$ cat config.mk
export PLATFORM = sky130hd
export DESIGN_NAME = iob_cache_axi_read_arbiter
export DESIGN_NICKNAME = d
export VERILOG_FILES = /design/src/rtl/iob_cache_axi_read_arbiter.sv
export SDC_FILE = /design/constraint.sdc
export NUM_CORES = 1
export LEC_CHECK = 0
export ABC_AREA = 1
export BUFFER_PORTS_ARGS = -buffer_cell sky130_fd_sc_hd__buf_4
export CAP_MARGIN = 30
export CELL_PAD_IN_SITES_DETAIL_PLACEMENT = 1
export CELL_PAD_IN_SITES_GLOBAL_PLACEMENT = 1
export CORE_MARGIN = 2
export CORE_UTILIZATION = 13
export DETAILED_ROUTE_END_ITERATION = 10
export PLACE_DENSITY_LB_ADDON = 0.1
export SLEW_MARGIN = 25
export SYNTH_ARGS = -nofsm -noshare
export SYNTH_HDL_FRONTEND = slang
export SYNTH_SLANG_ARGS = --single-unit
$ cat constraint.sdc
create_clock -name clk_i -period 2.6 [get_ports clk_i]
set_clock_uncertainty 0.2 [all_clocks]
set_input_delay 0.26 -clock clk_i [delete_from_list [all_inputs] [get_ports clk_i]]
set_output_delay 0.26 -clock clk_i [all_outputs]
set_load 0.1 [all_outputs]
$ cat src/rtl/iob_cache_axi_read_arbiter.sv
// Round-robin arbiter sharing one AXI4 read port (AR + R) among several cache read FSMs.
// One burst is outstanding at a time. The grant is held from AR issue until the rlast beat.
module iob_cache_axi_read_arbiter #(
  parameter int unsigned N_MASTERS  = 2,
  parameter int unsigned AXI_ID_W   = 1,
  parameter int unsigned AXI_ADDR_W = 32,
  parameter int unsigned AXI_DATA_W = 32,
  parameter int unsigned AXI_LEN_W  = 8,
  localparam int unsigned GRANT_W   = (N_MASTERS > 1) ? $clog2(N_MASTERS) : 1
) (
  input  logic                             clk_i,
  input  logic                             rst_i,
  // requester AR channels, slice i belongs to requester i
  input  logic [N_MASTERS-1:0]             s_axi_arvalid_i,
  output logic [N_MASTERS-1:0]             s_axi_arready_o,
  input  logic [N_MASTERS*AXI_ID_W-1:0]    s_axi_arid_i,
  input  logic [N_MASTERS*AXI_ADDR_W-1:0]  s_axi_araddr_i,
  input  logic [N_MASTERS*AXI_LEN_W-1:0]   s_axi_arlen_i,
  input  logic [N_MASTERS*3-1:0]           s_axi_arsize_i,
  input  logic [N_MASTERS*2-1:0]           s_axi_arburst_i,
  input  logic [N_MASTERS-1:0]             s_axi_arlock_i,
  input  logic [N_MASTERS*4-1:0]           s_axi_arcache_i,
  input  logic [N_MASTERS*3-1:0]           s_axi_arprot_i,
  input  logic [N_MASTERS*4-1:0]           s_axi_arqos_i,
  // requester R channels, payload broadcast
  output logic [N_MASTERS-1:0]             s_axi_rvalid_o,
  input  logic [N_MASTERS-1:0]             s_axi_rready_i,
  output logic [AXI_ID_W-1:0]              s_axi_rid_o,
  output logic [AXI_DATA_W-1:0]            s_axi_rdata_o,
  output logic [1:0]                       s_axi_rresp_o,
  output logic                             s_axi_rlast_o,
  // shared AR master channel
  output logic                             m_axi_arvalid_o,
  input  logic                             m_axi_arready_i,
  output logic [AXI_ID_W-1:0]              m_axi_arid_o,
  output logic [AXI_ADDR_W-1:0]            m_axi_araddr_o,
  output logic [AXI_LEN_W-1:0]             m_axi_arlen_o,
  output logic [2:0]                       m_axi_arsize_o,
  output logic [1:0]                       m_axi_arburst_o,
  output logic                             m_axi_arlock_o,
  output logic [3:0]                       m_axi_arcache_o,
  output logic [2:0]                       m_axi_arprot_o,
  output logic [3:0]                       m_axi_arqos_o,
  // shared R master channel
  input  logic                             m_axi_rvalid_i,
  output logic                             m_axi_rready_o,
  input  logic [AXI_ID_W-1:0]              m_axi_rid_i,
  input  logic [AXI_DATA_W-1:0]            m_axi_rdata_i,
  input  logic [1:0]                       m_axi_rresp_i,
  input  logic                             m_axi_rlast_i,
  // status
  output logic [GRANT_W-1:0]               grant_o,
  output logic                             busy_o
);

  typedef enum logic [1:0] {StIdle, StAddr, StData} state_e;

  state_e               state_q;
  logic [GRANT_W-1:0]   grant_q;
  logic [GRANT_W-1:0]   rr_ptr_q;
  logic                 busy_q;

  logic [GRANT_W-1:0]   pick;
  logic                 any_req;
  logic [GRANT_W:0]     cand;
  logic [GRANT_W-1:0]   rr_next;
  logic                 rlast_hs;

  // First pending requester at or after rr_ptr, searching upward with wrap-around
  always_comb begin
    pick    = rr_ptr_q;
    any_req = 1'b0;
    cand    = '0;
    for (int i = 0; i < N_MASTERS; i++) begin
      cand = {1'b0, rr_ptr_q} + (GRANT_W + 1)'(i);
      if (cand >= (GRANT_W + 1)'(N_MASTERS)) begin
        cand = cand - (GRANT_W + 1)'(N_MASTERS);
      end
      if (!any_req && s_axi_arvalid_i[cand[GRANT_W-1:0]]) begin
        pick    = cand[GRANT_W-1:0];
        any_req = 1'b1;
      end
    end
  end

  assign rr_next  = (grant_q == GRANT_W'(N_MASTERS - 1)) ? '0 : grant_q + 1'b1;
  assign rlast_hs = m_axi_rvalid_i && m_axi_rready_o && m_axi_rlast_i;

  // Arbitration FSM; grant, pointer and busy are registered here
  always_ff @(posedge clk_i or posedge rst_i) begin
    if (rst_i) begin
      state_q  <= StIdle;
      grant_q  <= '0;
      rr_ptr_q <= '0;
      busy_q   <= 1'b0;
    end else begin
      unique case (state_q)
        StIdle: begin
          if (any_req) begin
            grant_q <= pick;
            busy_q  <= 1'b1;
            state_q <= StAddr;
          end
        end
        StAddr: begin
          if (m_axi_arvalid_o && m_axi_arready_i) begin
            state_q <= StData;
          end
        end
        StData: begin
          if (rlast_hs) begin
            rr_ptr_q <= rr_next;
            busy_q   <= 1'b0;
            state_q  <= StIdle;
          end
        end
        default: begin
          state_q <= StIdle;
          busy_q  <= 1'b0;
        end
      endcase
    end
  end

  // Steer AR fields and handshakes to/from the granted slice; gate by state
  always_comb begin
    m_axi_arvalid_o = 1'b0;
    m_axi_arid_o    = '0;
    m_axi_araddr_o  = '0;
    m_axi_arlen_o   = '0;
    m_axi_arsize_o  = '0;
    m_axi_arburst_o = '0;
    m_axi_arlock_o  = 1'b0;
    m_axi_arcache_o = '0;
    m_axi_arprot_o  = '0;
    m_axi_arqos_o   = '0;
    m_axi_rready_o  = 1'b0;
    s_axi_arready_o = '0;
    s_axi_rvalid_o  = '0;
    for (int i = 0; i < N_MASTERS; i++) begin
      if (grant_q == GRANT_W'(i)) begin
        m_axi_arid_o    = s_axi_arid_i[i*AXI_ID_W +: AXI_ID_W];
        m_axi_araddr_o  = s_axi_araddr_i[i*AXI_ADDR_W +: AXI_ADDR_W];
        m_axi_arlen_o   = s_axi_arlen_i[i*AXI_LEN_W +: AXI_LEN_W];
        m_axi_arsize_o  = s_axi_arsize_i[i*3 +: 3];
        m_axi_arburst_o = s_axi_arburst_i[i*2 +: 2];
        m_axi_arlock_o  = s_axi_arlock_i[i];
        m_axi_arcache_o = s_axi_arcache_i[i*4 +: 4];
        m_axi_arprot_o  = s_axi_arprot_i[i*3 +: 3];
        m_axi_arqos_o   = s_axi_arqos_i[i*4 +: 4];
        if (state_q == StAddr) begin
          m_axi_arvalid_o    = s_axi_arvalid_i[i];
          s_axi_arready_o[i] = m_axi_arready_i;
        end
        if (state_q == StData) begin
          s_axi_rvalid_o[i] = m_axi_rvalid_i;
          m_axi_rready_o    = s_axi_rready_i[i];
        end
      end
    end
  end

  // R payload is broadcast; only valid is steered
  assign s_axi_rid_o   = m_axi_rid_i;
  assign s_axi_rdata_o = m_axi_rdata_i;
  assign s_axi_rresp_o = m_axi_rresp_i;
  assign s_axi_rlast_o = m_axi_rlast_i;

  assign grant_o = grant_q;
  assign busy_o  = busy_q;

endmodule

==> results.cfg <==
[setup_path]
setup.worst_path.end_class = primary output
path_cells = inv_4 > buf_4 > nand2_1 > nand2_1 > buf_4
reg2reg_depth = 7
crit_type = reg2out
crit_fanout = 31
crit_start = grant_o
cp.required_ns = 2.14
slowest_stage = dfrtp_2
r2r_start = grant_o
max_stage_delay_ns = 0.43
startpoint_type = flip-flop
crit_arrival_ns = 1.63

[logic_synthesis]
ys_warn_count = 0
syn_nets = 430
synth_edf_count = 0
syn_area_um2 = 1300
synth_top_area_share_pct = 54.2
synthTopCellsByCount = nand2_1, buf_4, buf_2
synth.most_common_cell = nand2_1
ys_ff_latch = 5
synth_area_leader_cell = nand2_1
avgSynthCellArea_um2 = 4.82
synth_ff_type = dfrtp_1
synth.yosys.seq_area_share_pct = 9.61
ys_types = 15
synthCells = 270
synth_area_leaders = nand2_1, buf_4, dfrtp_1
synthArstFlopShare_pct = 100

[pwr]
netSwitchingPower_mw = 3.46
p_per_area_nw_per_um2 = 1670
p_leak_nw = 1.67
combPwrFrac_pct = 93.6
ir_drop_mv = 0.485
switching_share_pct = 77.1
seq_power_share_pct = 3.2
p_int_mw = 1.03
p_clk_share_pct = 3.2

[global_route]
grt_pass1_vias = 2119
track_usage_pct = 12.1
grt_max_degree = 65
grt_pass1_wl_mm = 10.8
antenna_found_initial = 0
overflow = 0

[sta]
finalHoldViolCount = 0
tightest_slew_ns = 0.333
slew_viol_final = 0
fin_crit_ns = 2.09
report.final.setup_viol = 0
worst_slack_ns = 0.512
clock.fmax_ghz = 0.479
rsz0062_at_grt = no
finalSetupTns_ns = 0
slew_headroom_pct = 77.8
timing.final.crit_share_pct = 80.3

[floorplan]
die_w_um = 104
ios = 262
core_area_um2 = 9730
rows = 36
dieHeight_um = 104
start_util_pct = 13.4
dieArea_um2 = 10800

[cells_and_area]
final_util_pct = 27.7
regArea_um2 = 126
syn_to_final_growth_pct = 107
layout.cells.non_filler = 554
design_area_um2 = 2690
fin_nets = 582
multi_input_area_um2 = 825
diodes = 0
n_fill_cell = 1305
drive_gt1_share_pct = 48.9

[min_path]
min_path_cells = 3
hold_class = in2reg
worstHoldStart = m_axi_arready_i

[drt]
routed_wl_mm = 6.94
vias = 2115
drcViolationCount = 0
drt_iter0_drc = 68
wl_per_cell_um = 12.5
ant_nets = 0
first_pass_iters = 4
avgViaCountPerCell = 3.82

[place]
post-dp-hpwl_mm = 5.81
dp_slack_ns = 0.698
dpl.cell_count = 549
place_area_um2 = 2640
port_buffers = 191
gp_congestion = 0.774

[clock_network]
cts.clk_slew.worst_paths_ns = 0.03
cts_buffers = 3
cts-root-buf = clkbuf_8
clockBufferDepth = 2
cts_tree = yes
clk_latency_ns = 0.22
htree_levels = 1
cts_resized = 0
postCtsHoldBufs = 1
cts_sinks = 5
postCtsSetupBuffers = 0

[job]
cap_viol_max_count = 0

[status]
status = finished, final reports clean
[metal layers]
metal	GRT usage, %	part of all wire (%)	up-vias
li1	-	-	1063
met1	12.6	35	947
met2	23.7	56	97
met3	3.63	8.3	8
met4	2.22	0.75	0
met5	0	0	-
[placed cells by master (no fill, tap or decap), types with 2 or more instances in the layout]
| cell | n |
|---|---|
| nor2_1 | 5 |
| clkbuf_8 | 3 |
| buf_4 | 194 |
| dfrtp_1 | 4 |
| inv_1 | 10 |
| nand2_1 | 188 |
| nor3_4 | 2 |
| o21ai_0 | 3 |
[metrics by stage]
step,power [mW],hold slack [ns]
after detailed placement,4.40,-0.0186
final,4.49,0.0880
after global routing,4.70,0.110
after global placement,4.39,-0.0187
after CTS,4.55,0.0883
after floorplan,3.74,-0.162
[logic make-up (layout without fill, tap and decap cells)]
group,after synthesis,in the layout,share of synthesized area (%)
and+or+nand+nor,201,201,59.2
buffers and inverters,60,211,29.6
AOI/OAI and AO/OA,4,4,1.63
DFF,5,5,9.61
[registers in the layout, indices dropped and copies added (netlist names)]
name and count:
busy_o 1, grant_o 1, rr_ptr_q 1, state_q 2
[worst paths after layout]
path                                      endpoint  slack [ns]
worst max-delay path            m_axi_araddr_o[22]        0.51
worst min register to register              busy_o        0.29
max in group asynchronous                  grant_o        1.71
worst max register to register              busy_o        1.08
min in group asynchronous               state_q[1]        0.31
worst min-delay path                    state_q[1]        0.09
[area by class of cell]
| cell class | count | share of cell area (%) |
|---|---|---|
| clock buffer | 4 | 1.67 |
| sequential | 5 | 4.69 |
| inverter | 11 | 1.63 |
| tap | 133 | 6.18 |
| multi-input combinational | 205 | 30.6 |
| timing repair buffer | 196 | 55.2 |
[power groups by stage]
stage / clock [mW] / combinational [mW] / sequential, mW
2_1_floorplan: 0 / 3.50 / 0.241
3_3_place_gp: 0 / 4.24 / 0.144
3_5_place_dp: 0 / 4.25 / 0.144
4_1_cts: 0.150 / 4.26 / 0.143
5_1_grt: 0.157 / 4.39 / 0.150
6_report: 0.145 / 4.20 / 0.143
[critical path, delay by kind of cell (launching register included)]
family        cells  cell delay, ns
flops             1            0.43
buf+inv           3            0.82
simple gates      2            0.15
(Power assumes the default switching activity.)
